File: src/rtl/led_pattern_gen_if.sv
// Signal bundle between the key/switch control logic and the LED chaser.
// The master side supplies run/mode/speed; the slave (chaser) returns led and step_tick.
interface led_pattern_gen_if #(
  parameter int LED_NUM = 4
);
  logic               run;
  logic [1:0]         mode;
  logic [1:0]         speed;
  logic [LED_NUM-1:0] led;
  logic               step_tick;

  modport master (
    output run, mode, speed,
    input  led, step_tick
  );

  modport slave (
    input  run, mode, speed,
    output led, step_tick
  );
endinterface

File: src/rtl/led_pattern_gen.sv
// LED chaser: four patterns advanced by a step counter whose period is CNT_MAX >> speed clocks.
// A mode change restarts the pattern from bit0 and clears the partial period.
module led_pattern_gen #(
  parameter int LED_NUM = 4,
  parameter int CNT_MAX = 50_000_000,
  parameter int CNT_W   = 26
) (
  input logic              sys_clk,
  input logic              sys_rst_n,
  led_pattern_gen_if.slave bus
);

  typedef enum logic {
    DIR_LEFT  = 1'b0,
    DIR_RIGHT = 1'b1
  } dir_e;

  localparam logic [CNT_W-1:0]   CNT_MAX_W = CNT_W'(CNT_MAX);
  localparam logic [LED_NUM-1:0] LED_ONE   = LED_NUM'(1);

  logic [CNT_W-1:0]   cnt_q, cnt_d;
  logic [LED_NUM-1:0] led_q, led_d;
  logic               tick_q, tick_d;
  logic [1:0]         mode_q;
  dir_e               dir_q, dir_d;
  logic [CNT_W-1:0]   thr;

  assign thr = (CNT_MAX_W >> bus.speed) - CNT_W'(1);

  always_ff @(posedge sys_clk or negedge sys_rst_n) begin
    if (!sys_rst_n) begin
      cnt_q  <= '0;
      led_q  <= LED_ONE;
      tick_q <= 1'b0;
      mode_q <= 2'd0;
      dir_q  <= DIR_LEFT;
    end else begin
      cnt_q  <= cnt_d;
      led_q  <= led_d;
      tick_q <= tick_d;
      mode_q <= bus.mode;
      dir_q  <= dir_d;
    end
  end

  // Priority: mode change, then pause, then the period compare (>= so a faster speed applies at once).
  always_comb begin
    cnt_d  = cnt_q;
    led_d  = led_q;
    dir_d  = dir_q;
    tick_d = 1'b0;

    if (bus.mode != mode_q) begin
      cnt_d = '0;
      led_d = LED_ONE;
      dir_d = DIR_LEFT;
    end else if (bus.run) begin
      if (cnt_q >= thr) begin
        cnt_d  = '0;
        tick_d = 1'b1;
        case (mode_q)
          2'd0: led_d = {led_q[LED_NUM-2:0], led_q[LED_NUM-1]};
          2'd1: led_d = {led_q[0], led_q[LED_NUM-1:1]};
          2'd2: begin
            // Turn around on the end LED itself so each end stays lit for a single step.
            if (dir_q == DIR_LEFT && led_q[LED_NUM-1]) begin
              dir_d = DIR_RIGHT;
              led_d = led_q >> 1;
            end else if (dir_q == DIR_RIGHT && led_q[0]) begin
              dir_d = DIR_LEFT;
              led_d = led_q << 1;
            end else if (dir_q == DIR_LEFT) begin
              led_d = led_q << 1;
            end else begin
              led_d = led_q >> 1;
            end
          end
          default: begin
            if (&led_q)
              led_d = '0;
            else if (led_q == '0)
              led_d = LED_ONE;
            else
              led_d = (led_q << 1) | LED_ONE;
          end
        endcase
      end else begin
        cnt_d = cnt_q + CNT_W'(1);
      end
    end
  end

  assign bus.led       = led_q;
  assign bus.step_tick = tick_q;

endmodule

File: src/flat_wrapper.sv
// flat-port wrapper written by rule: the top's interface ports become plain ports
module led_pattern_gen_flat 
#(
  parameter int LED_NUM = 4,
  parameter int CNT_MAX = 50_000_000,
  parameter int CNT_W   = 26
)
  (sys_clk, sys_rst_n, bus_run, bus_mode, bus_speed, bus_led, bus_step_tick);
  led_pattern_gen_if #(.LED_NUM(LED_NUM)) bus_i ();
  input logic sys_clk;
  input logic sys_rst_n;
  input wire logic [$bits(bus_i.run)-1:0] bus_run;
  input wire logic [$bits(bus_i.mode)-1:0] bus_mode;
  input wire logic [$bits(bus_i.speed)-1:0] bus_speed;
  output wire logic [$bits(bus_i.led)-1:0] bus_led;
  output wire logic [$bits(bus_i.step_tick)-1:0] bus_step_tick;
  assign bus_i.run = bus_run;
  assign bus_i.mode = bus_mode;
  assign bus_i.speed = bus_speed;
  assign bus_led = bus_i.led;
  assign bus_step_tick = bus_i.step_tick;
  led_pattern_gen #(.LED_NUM(LED_NUM), .CNT_MAX(CNT_MAX), .CNT_W(CNT_W)) u_core (.sys_clk(sys_clk), .sys_rst_n(sys_rst_n), .bus(bus_i));
endmodule
File: config.mk
export PLATFORM = sky130hd
export DESIGN_NAME = led_pattern_gen_flat
export DESIGN_NICKNAME = d
export VERILOG_FILES = /design/src/rtl/led_pattern_gen_if.sv /design/src/rtl/led_pattern_gen.sv /design/src/flat_wrapper.sv
export SDC_FILE = /design/constraint.sdc
export NUM_CORES = 1
export LEC_CHECK = 0
export CAP_MARGIN = 20
export CORE_ASPECT_RATIO = 1.5
export CORE_MARGIN = 10
export CORE_UTILIZATION = 30
export CTS_BUF_LIST = sky130_fd_sc_hd__clkbuf_8
export CTS_CLUSTER_SIZE = 16
export DETAILED_ROUTE_END_ITERATION = 6
export MAX_ROUTING_LAYER = met4
export SLEW_MARGIN = 10
export SYNTH_ARGS = -nofsm -noshare
export SYNTH_HDL_FRONTEND = slang
export SYNTH_SLANG_ARGS = --single-unit
File: constraint.sdc
create_clock -name sys_clk -period 3.9 [get_ports sys_clk]
set_input_delay 0.585 -clock sys_clk [delete_from_list [all_inputs] [get_ports sys_clk]]
set_output_delay 0.585 -clock sys_clk [all_outputs]
set_load 0.02 [all_outputs]
==> qor.txt, run 1 <==
initial core utilization: 0.3043
Synth Instances: 272
Reg clk slew, reported paths: 0.07 ns
final hold viol count: 0
area grow syn2layout: 12.84%
first-pass GRT wire length: 9894 um
Synth Area per Inst: 8.846 um^2
XOR/XNOR Fraction of Synth Area: 0.07280
met1 wire length: 2525 um
Tcrit/Tclk final: 0.8921
simple-gate portion of the synthesized area: 0.2475
worst slew pin tran: 0.6083 ns
CP Launch Type: input port
Root Buffer: clkbuf_8
Final Total Pwr: 0.7666 mW
DRT Wirelength: 5730 um
DR vias: 2031
CTS sink count: 34
DRT iter0 DRCs: 84
Routed met3 length: 125 um
post-synthesis cell area: 2406 um^2
run status: finished, final reports clean
RSZ-0062 raised after global routing: no
hold_ws: 0.5242 ns
fin nets: 311
most common cell after layout, fill and taps aside: nor2_1
# IOs: 12
HPWL after DPL: 4244 um
synthesized-area fraction occupied by adder cells: 0.1092
EDFF count, synth: 0
#FFs+latches synth: 34
ys async rst share: 1.000
die area: 12080 um^2
final antenna-violating net count: 0
Worst VDD drop: 0.0001349 V
synth unique cells: 51
critical setup path kind: input port to flip-flop
Pleak: 1.214 nW
total negative setup slack: 0 ns
predominant post-synthesis flop cell: dfrtp_1
DIE WIDTH: 93.12 um
Hold Path Class: flip-flop to flip-flop
most frequent cells in the layout: nor2_1, dfrtp_1, nand2_1, ha_1, nand3_1
residual DRC count: 0
mux contribution to synthesized area: 0.01248
largest family of logic cells by synthesized area: simple AND/OR/NAND/NOR gates
GRT overflow: 0
proportion of layout cells with a drive suffix above 1: 0.05986
DR top layer: met4
Compound-Gate Fraction of Synth Area: 0.1550
clock skew: 0.01091 ns
CTS tree: built
GP Congestion: 0.8728
drt pass-1 iters: 4
drt wl/cell: 14.73 um
Num CTS Buffers: 5
Power Dens Cells: 282.3 nW/um^2
Critical Path AT: 3.69 ns
Yosys Warn Count: 0
vias in the first global route: 2074
# rows: 40
Post-CTS Setup Inserts: 0
die height: 129.7 um
core footprint: 7908 um^2
CTS Buffer Depth: 2
later-pin clock latency in the skew report: 0.29 ns
Ant. Diodes: 0
Critical Path RT: 4.11 ns
post-synth top area cell: dfrtp_1
fillers: 875
Max Slew Vio Count: 0
Worst slew margin: 0.5935
PostCTS Resize Cnt: 0
initial antenna violation count: 0
GRT Overall Usage: 0.1030
top post-synthesis cells by area: dfrtp_1, ha_1, nor2_1, xnor2_1, nand2_1
cts hold-fix bufs: 0
sequential element share of the synthesized area: 0.3541
largest net degree at the start of global routing: 35
port bufs: 11
Max Fclk: 287.4 MHz
Crit. End Element: flip-flop
Worst R2R Path Depth: 8
hold path cells: 1
Worst Path Max Fanout: 18
Vias/cell: 5.221
Synth top area share: 0.3432
routed wire length on met2: 2976 um
CTS H-tree lvls: 2
Final min period: 3.479 ns
Setup-failing EPs final: 0
Max-cap violations: 0
[routing by layer]
layer,vias up,GRT usage
met5,-,-
met4,0,0.03552
met3,9,0.01563
met2,36,0.1763
met1,997,0.1194
li1,989,-
[path summary, 6_finish.rpt]
check	start	endpoint	slack, ns
setup / recovery	bus_speed[0]	u_core.cnt_q[13]	0.42
hold reg to reg	u_core.cnt_q[3]	u_core.cnt_q[3]	0.52
setup reg to reg	u_core.cnt_q[7]	u_core.cnt_q[13]	1.34
max in group asynchronous	sys_rst_n	u_core.bus.led[0]	2.83
hold / removal	u_core.cnt_q[3]	u_core.cnt_q[3]	0.52
min in group asynchronous	sys_rst_n	u_core.cnt_q[5]	0.71
[area by class of cell]
class,instances,area (um^2),area share
sequential,34,852.1,0.3138
clock inverter,3,45.04,0.01659
inverter,12,45.04,0.01659
timing repair buffer,13,125.1,0.04608
multi-input combinational,217,1448,0.5332
tap,105,131.4,0.04839
clock buffer,5,68.82,0.02535
[cell families after synthesis]
logic type	after synthesis
simple gates	119
mux	3
compound gates	51
flops	34
fa+ha+maj	21
other cells	2
xor+xnor	20
buf+inv	22
[flip-flops by register name (all words and copies together), names as in the netlist]
name                  flops
u_core.dir_q              1
u_core.bus.led            4
u_core.mode_q             2
u_core.cnt_q             26
u_core.bus.step_tick      1
[metrics by stage]
stage / instances / instance area, um^2 / setup slack [ns] / utilization
5_1_grt: 389 / 2715 / 0.1284 / 0.3434
3_5_place_dp: 381 / 2601 / 0.1515 / 0.3290
2_1_floorplan: 273 / 2410 / 1.099 / -
4_1_cts: 389 / 2715 / 0.4504 / 0.3434
3_3_place_gp: 381 / 2601 / 0.2389 / 0.3290
6_report: 389 / 2715 / 0.4207 / 0.3434
[cell usage after synthesis (5+ instances only)]
cell type and n:
a21oi_1 13, a22o_1 7, and3_1 9, clkbuf_1 6
dfrtp_1 33, ha_1 21, inv_1 12, nand2_1 24
nand3_1 16, nand4_1 6, nor2_1 36, nor2b_1 5
nor3_1 7, o31ai_1 6, xnor2_1 11, xor2_1 9
[where the power goes]
part	leakage, nW	internal, mW	total [mW]	switching, mW
sequential	0.467	0.354	0.359	0.00451
combinational	0.697	0.0274	0.0760	0.0485
clock	0.0504	0.190	0.332	0.142
total	1.21	0.572	0.767	0.195
[worst max-delay path, stage by stage]
cell and delay [ns]:
clkdlybuf4s50_1 0.57, nor2b_4 0.24, inv_1 0.06, ha_1 0.29, ha_1 0.28, and4_1 0.19, a221oi_2 0.24, o221ai_1 0.15
a21oi_1 0.19, nand3_2 0.24, a21o_1 0.46, nor2_1 0.19
(Power assumes the default switching activity.)
==> run 2, diff against run 1 <==
--- a/config.mk
+++ b/config.mk
@@ -12,6 +12,7 @@
 export CTS_BUF_LIST = sky130_fd_sc_hd__clkbuf_8
 export CTS_CLUSTER_SIZE = 16
 export DETAILED_ROUTE_END_ITERATION = 6
+export DONT_BUFFER_PORTS = 1
 export MAX_ROUTING_LAYER = met4
 export SLEW_MARGIN = 10
 export SYNTH_ARGS = -nofsm -noshare
==> qor.txt, run 2 (synthesis gave the netlist of run 1 again) <==
Post-CTS Setup Inserts: 0
clock skew: 0.004459 ns
Root Buffer: clkbuf_8
CP peak stage delay: 0.49 ns
DIE WIDTH: 93.12 um
die area: 12080 um^2
Worst Path Max Fanout: 17
Max Fclk: 339.2 MHz
core footprint: 7908 um^2
total negative setup slack: 0 ns
R2R Path Start: u_core.cnt_q[7]
Critical Path RT: 4.13 ns
final antenna-violating net count: 0
GRT Overall Usage: 0.09679
RSZ-0062 raised after global routing: no
DR vias: 1931
GRT overflow: 0
Most flops, register: u_core.cnt_q
Num CTS Buffers: 5
Tcrit/Tclk final: 0.7560
Setup-failing EPs final: 0
CP max-delay cell: nor3_1
placed cells: 368
CTS Buffer Depth: 2
most common cell after layout, fill and taps aside: nor2_1
initial antenna violation count: 0
DRT iter0 DRCs: 65
Critical Path AT: 3.18 ns
CP Cell Sequence: nor2b_4 > inv_1 > ha_1 > ha_1 > and4_1 > a221oi_2 > o221ai_1 > a21oi_1 > nand3_2 > nor3_1 > a22o_1
CP delay by family, top: simple AND/OR/NAND/NOR gates
DRT Wirelength: 5413 um
fillers: 866
residual DRC count: 0
Non-Filler Instances: 377
largest net degree at the start of global routing: 34
Buf/Inv on CP: 1
Max Slew Vio Count: 0
first-pass GRT wire length: 9246 um
GP Congestion: 0.8232
most frequent cells in the layout: nor2_1, dfrtp_1, nand2_1, ha_1, nand3_1
# rows: 40
CTS H-tree lvls: 2
Vias/cell: 5.122
max reg flops: 26
DP Worst Slack: 0.6847 ns
fin nets: 299
Ant. Diodes: 0
later-pin clock latency in the skew report: 0.29 ns
run status: finished, final reports clean
Worst VDD drop: 0.0002161 V
Reg clk slew, reported paths: 0.07 ns
Crit. End Element: flip-flop
CTS tree: built
drt wl/cell: 14.36 um
worst r2r dst: u_core.cnt_q[2]
Power Dens Cells: 272.7 nW/um^2
drt pass-1 iters: 4
HPWL after DPL: 4047 um
final hold viol count: 0
port bufs: 0
CTS sink count: 34
Worst slew margin: 0.6059
vias in the first global route: 1961
final worst slack: 0.9515 ns
Reg2Reg Setup Slack: 1.27 ns
initial core utilization: 0.3043
Final min period: 2.948 ns
Worst R2R Path Depth: 8
Hold Path Class: input port to async pin
# IOs: 12
proportion of layout cells with a drive suffix above 1: 0.05882
area grow syn2layout: 7.696%
worst slew pin tran: 0.5898 ns
Pleak: 1.168 nW
CP Launch Type: input port
cell mode on critical path: ha_1
critical setup path kind: input port to flip-flop
die height: 129.7 um
Max-cap violations: 0
[run 2: power by group]
part,switching [mW],internal [mW],leakage (nW)
combinational,0.0435,0.0239,0.654
sequential,0.00417,0.354,0.467
clock,0.139,0.142,0.0472
[run 2: worst max path at each step]
stage | startpoint | depth (start not counted) | end
2_1_floorplan | bus_speed[1] | 13 | u_core.cnt_q[10]
3_3_place_gp | bus_speed[1] | 11 | u_core.cnt_q[25]
3_5_place_dp | bus_speed[1] | 11 | u_core.cnt_q[2]
4_1_cts | bus_speed[1] | 11 | u_core.cnt_q[2]
5_1_grt | bus_speed[1] | 11 | u_core.cnt_q[2]
6_report | bus_speed[1] | 11 | u_core.cnt_q[2]
[run 2: per-stage QoR]
step	hold slack (ns)	instance area (um^2)	power, mW	util
after floorplan	0.2894	2410	0.4199	-
after global placement	0.2934	2476	0.4237	0.3131
after detailed placement	0.2935	2476	0.4243	0.3131
after CTS	0.1230	2591	0.7146	0.3277
after global routing	0.1220	2591	0.7359	0.3277
final	0.1179	2591	0.7067	0.3277
[run 2: layout make-up]
cell class	instances	area [um^2]	area share
repair buffers	1	20.02	0.007726
clock inverters	2	12.51	0.004829
clock buffers	6	82.58	0.03187
multi-input cells	217	1448	0.5587
well taps	105	131.4	0.05070
flip-flops and latches	34	852.1	0.3288
inverters	12	45.04	0.01738
[run 2: per-layer routing]
layer / wire, um / global-route usage / vias to the layer above
li1: - / - / 968
met3: 264 / 0.02837 / 13
met1: 2329 / 0.1038 / 915
met2: 2657 / 0.1609 / 35
met4: 162 / 0.04463 / 0
met5: 0 / - / -
[run 2: repair_timing]
item / 4_1_cts / 5_1_grt
endpoints found under the setup margin: 0 / 0
endpoints found under the hold margin: 33 / 0
hold buffers: 1 / 0
resized for setup: 0 / 0
==> run 3, diff against run 2 <==
==> constraint.sdc (replaced) <==
create_clock -name sys_clk -period 2.8 [get_ports sys_clk]
set_input_delay 0.42 -clock sys_clk [delete_from_list [all_inputs] [get_ports sys_clk]]
set_output_delay 0.42 -clock sys_clk [all_outputs]
set_load 0.02 [all_outputs]
==> qor.txt, run 3 (synthesis gave the netlist of run 1 again) <==
Max-cap violations: 0
most frequent cells in the layout: nor2_1, dfrtp_1, nand2_1, ha_1, nand3_1
initial core utilization: 0.3043
total negative setup slack: 0 ns
Final Total Pwr: 0.9796 mW
RSZ-0062 raised after global routing: no
Final min period: 2.458 ns
Post-CTS Setup Inserts: 0
CP peak stage delay: 0.29 ns
GP Congestion: 0.7846
most common cell after layout, fill and taps aside: nor2_1
Most flops, register: u_core.cnt_q
cell mode on critical path: ha_1
# IOs: 12
# rows: 40
GRT Overall Usage: 0.09693
Vias/cell: 5.117
first-pass GRT wire length: 9308 um
DRT iter0 DRCs: 125
Ant. Diodes: 0
worst slew pin tran: 0.5625 ns
CTS Buffer Depth: 2
CTS tree: built
Worst Path Max Fanout: 8
met2 Use GR: 0.1597
final antenna-violating net count: 0
fin nets: 305
Hold Path Class: input port to flip-flop
die area: 12080 um^2
core footprint: 7908 um^2
GR met3 Demand/Resource: 0.02432
CP max-delay cell: ha_1
HPWL after DPL: 4108 um
port bufs: 0
DIE WIDTH: 93.12 um
Num CTS Buffers: 5
Root Buffer: clkbuf_8
DRT Wirelength: 5283 um
Setup-failing EPs final: 0
DR vias: 1960
GR peak layer: met2
Worst slew margin: 0.6250
placed cells: 373
CTS H-tree lvls: 2
drt pass-1 iters: 4
Critical Path AT: 2.69 ns
final worst slack: 0.3421 ns
initial antenna violation count: 0
Crit. End Element: flip-flop
later-pin clock latency in the skew report: 0.29 ns
residual DRC count: 0
critical setup path kind: input port to flip-flop
drt wl/cell: 13.79 um
vias in the first global route: 1995
die height: 129.7 um
Pleak: 1.203 nW
Critical Path RT: 3.03 ns
Power Dens Cells: 371.7 nW/um^2
largest net degree at the start of global routing: 35
GRT overflow: 0
Max Slew Vio Count: 0
final hold viol count: 0
run status: finished, final reports clean
routing usage on met1: 0.1118
Tcrit/Tclk final: 0.8778
Worst VDD drop: 0.0002952 V
DP Worst Slack: 0.04024 ns
max reg flops: 26
Reg clk slew, reported paths: 0.07 ns
clock skew: 0.006973 ns
proportion of layout cells with a drive suffix above 1: 0.07194
Max Fclk: 406.8 MHz
Non-Filler Instances: 383
CP Launch Type: input port
CTS sink count: 34
CP Cell Sequence: nor2b_4 > inv_1 > ha_1 > ha_1 > and4_1 > a221oi_2 > o221ai_1 > a21oi_1 > nand3_2 > buf_4 > o31ai_1 > a22o_1
area grow syn2layout: 9.516%
[run 3: cell count changes in the layout (fill, tap and decap cells not counted), sizes merged]
cell | previous run | this run
dlygate4sd3 | 0 | 1
clkinvlp | 1 | 0
buf | 1 | 6
inv | 12 | 13
[run 3: final timing paths]
path,endpoint,slack (ns),cells past startpoint,startpoint
max in group asynchronous,u_core.bus.led[0],1.97,2,sys_rst_n
worst max register to register,u_core.cnt_q[6],0.40,9,u_core.cnt_q[6]
worst max-delay path,u_core.cnt_q[6],0.34,12,bus_speed[1]
min in group asynchronous,u_core.cnt_q[8],0.57,2,sys_rst_n
worst min-delay path,u_core.mode_q[1],0.15,0,bus_mode[1]
worst min register to register,u_core.cnt_q[3],0.52,1,u_core.cnt_q[3]
[run 3: layout make-up]
type / instances / area [um^2]
Clock buffer: 6 / 82.58
Clock inverter: 2 / 8.758
Fill cell: 883 / 5273
Inverter: 12 / 45.04
Multi-Input combinational cell: 217 / 1448
Sequential cell: 34 / 852.1
Tap cell: 105 / 131.4
Timing Repair Buffer: 7 / 67.56
[run 3: metal layers]
metal  part of all wire  wire length (um)
met3              0.045               240
met2               0.49              2589
met1               0.45              2355
met4              0.019                98
met5                  0                 0
[run 3: where the power goes]
group	leakage (nW)	total, mW	switching [mW]	internal (mW)
Sequential	0.467	0.500	0.00603	0.494
Clock	0.0524	0.379	0.184	0.195
Combinational	0.684	0.101	0.0627	0.0379
Total	1.20	0.980	0.253	0.726
[run 3: stage by stage]
stage                     instance area, um^2  utilization  hold slack, ns
after floorplan                          2410            -          0.1244
final                                    2635       0.3332          0.1535
after detailed placement                 2514       0.3179          0.1275
after global routing                     2635       0.3332          0.1405
after global placement                   2514       0.3179          0.1274
after CTS                                2635       0.3332          0.1463
[run 3: critical path: cells and delay by family]
family | cells | cell delay [ns]
AO/OA/AOI/OAI | 5 | 0.99
adder cells (fa/ha/maj) | 2 | 0.57
buffers and inverters | 2 | 0.26
AND/OR/NAND/NOR | 3 | 0.46
[run 3: what timing repair did]
item / CTS / global route
hold buffers: 2 / 0
gates resized for setup: 0 / 0
hold endpoints to repair: 34 / 0
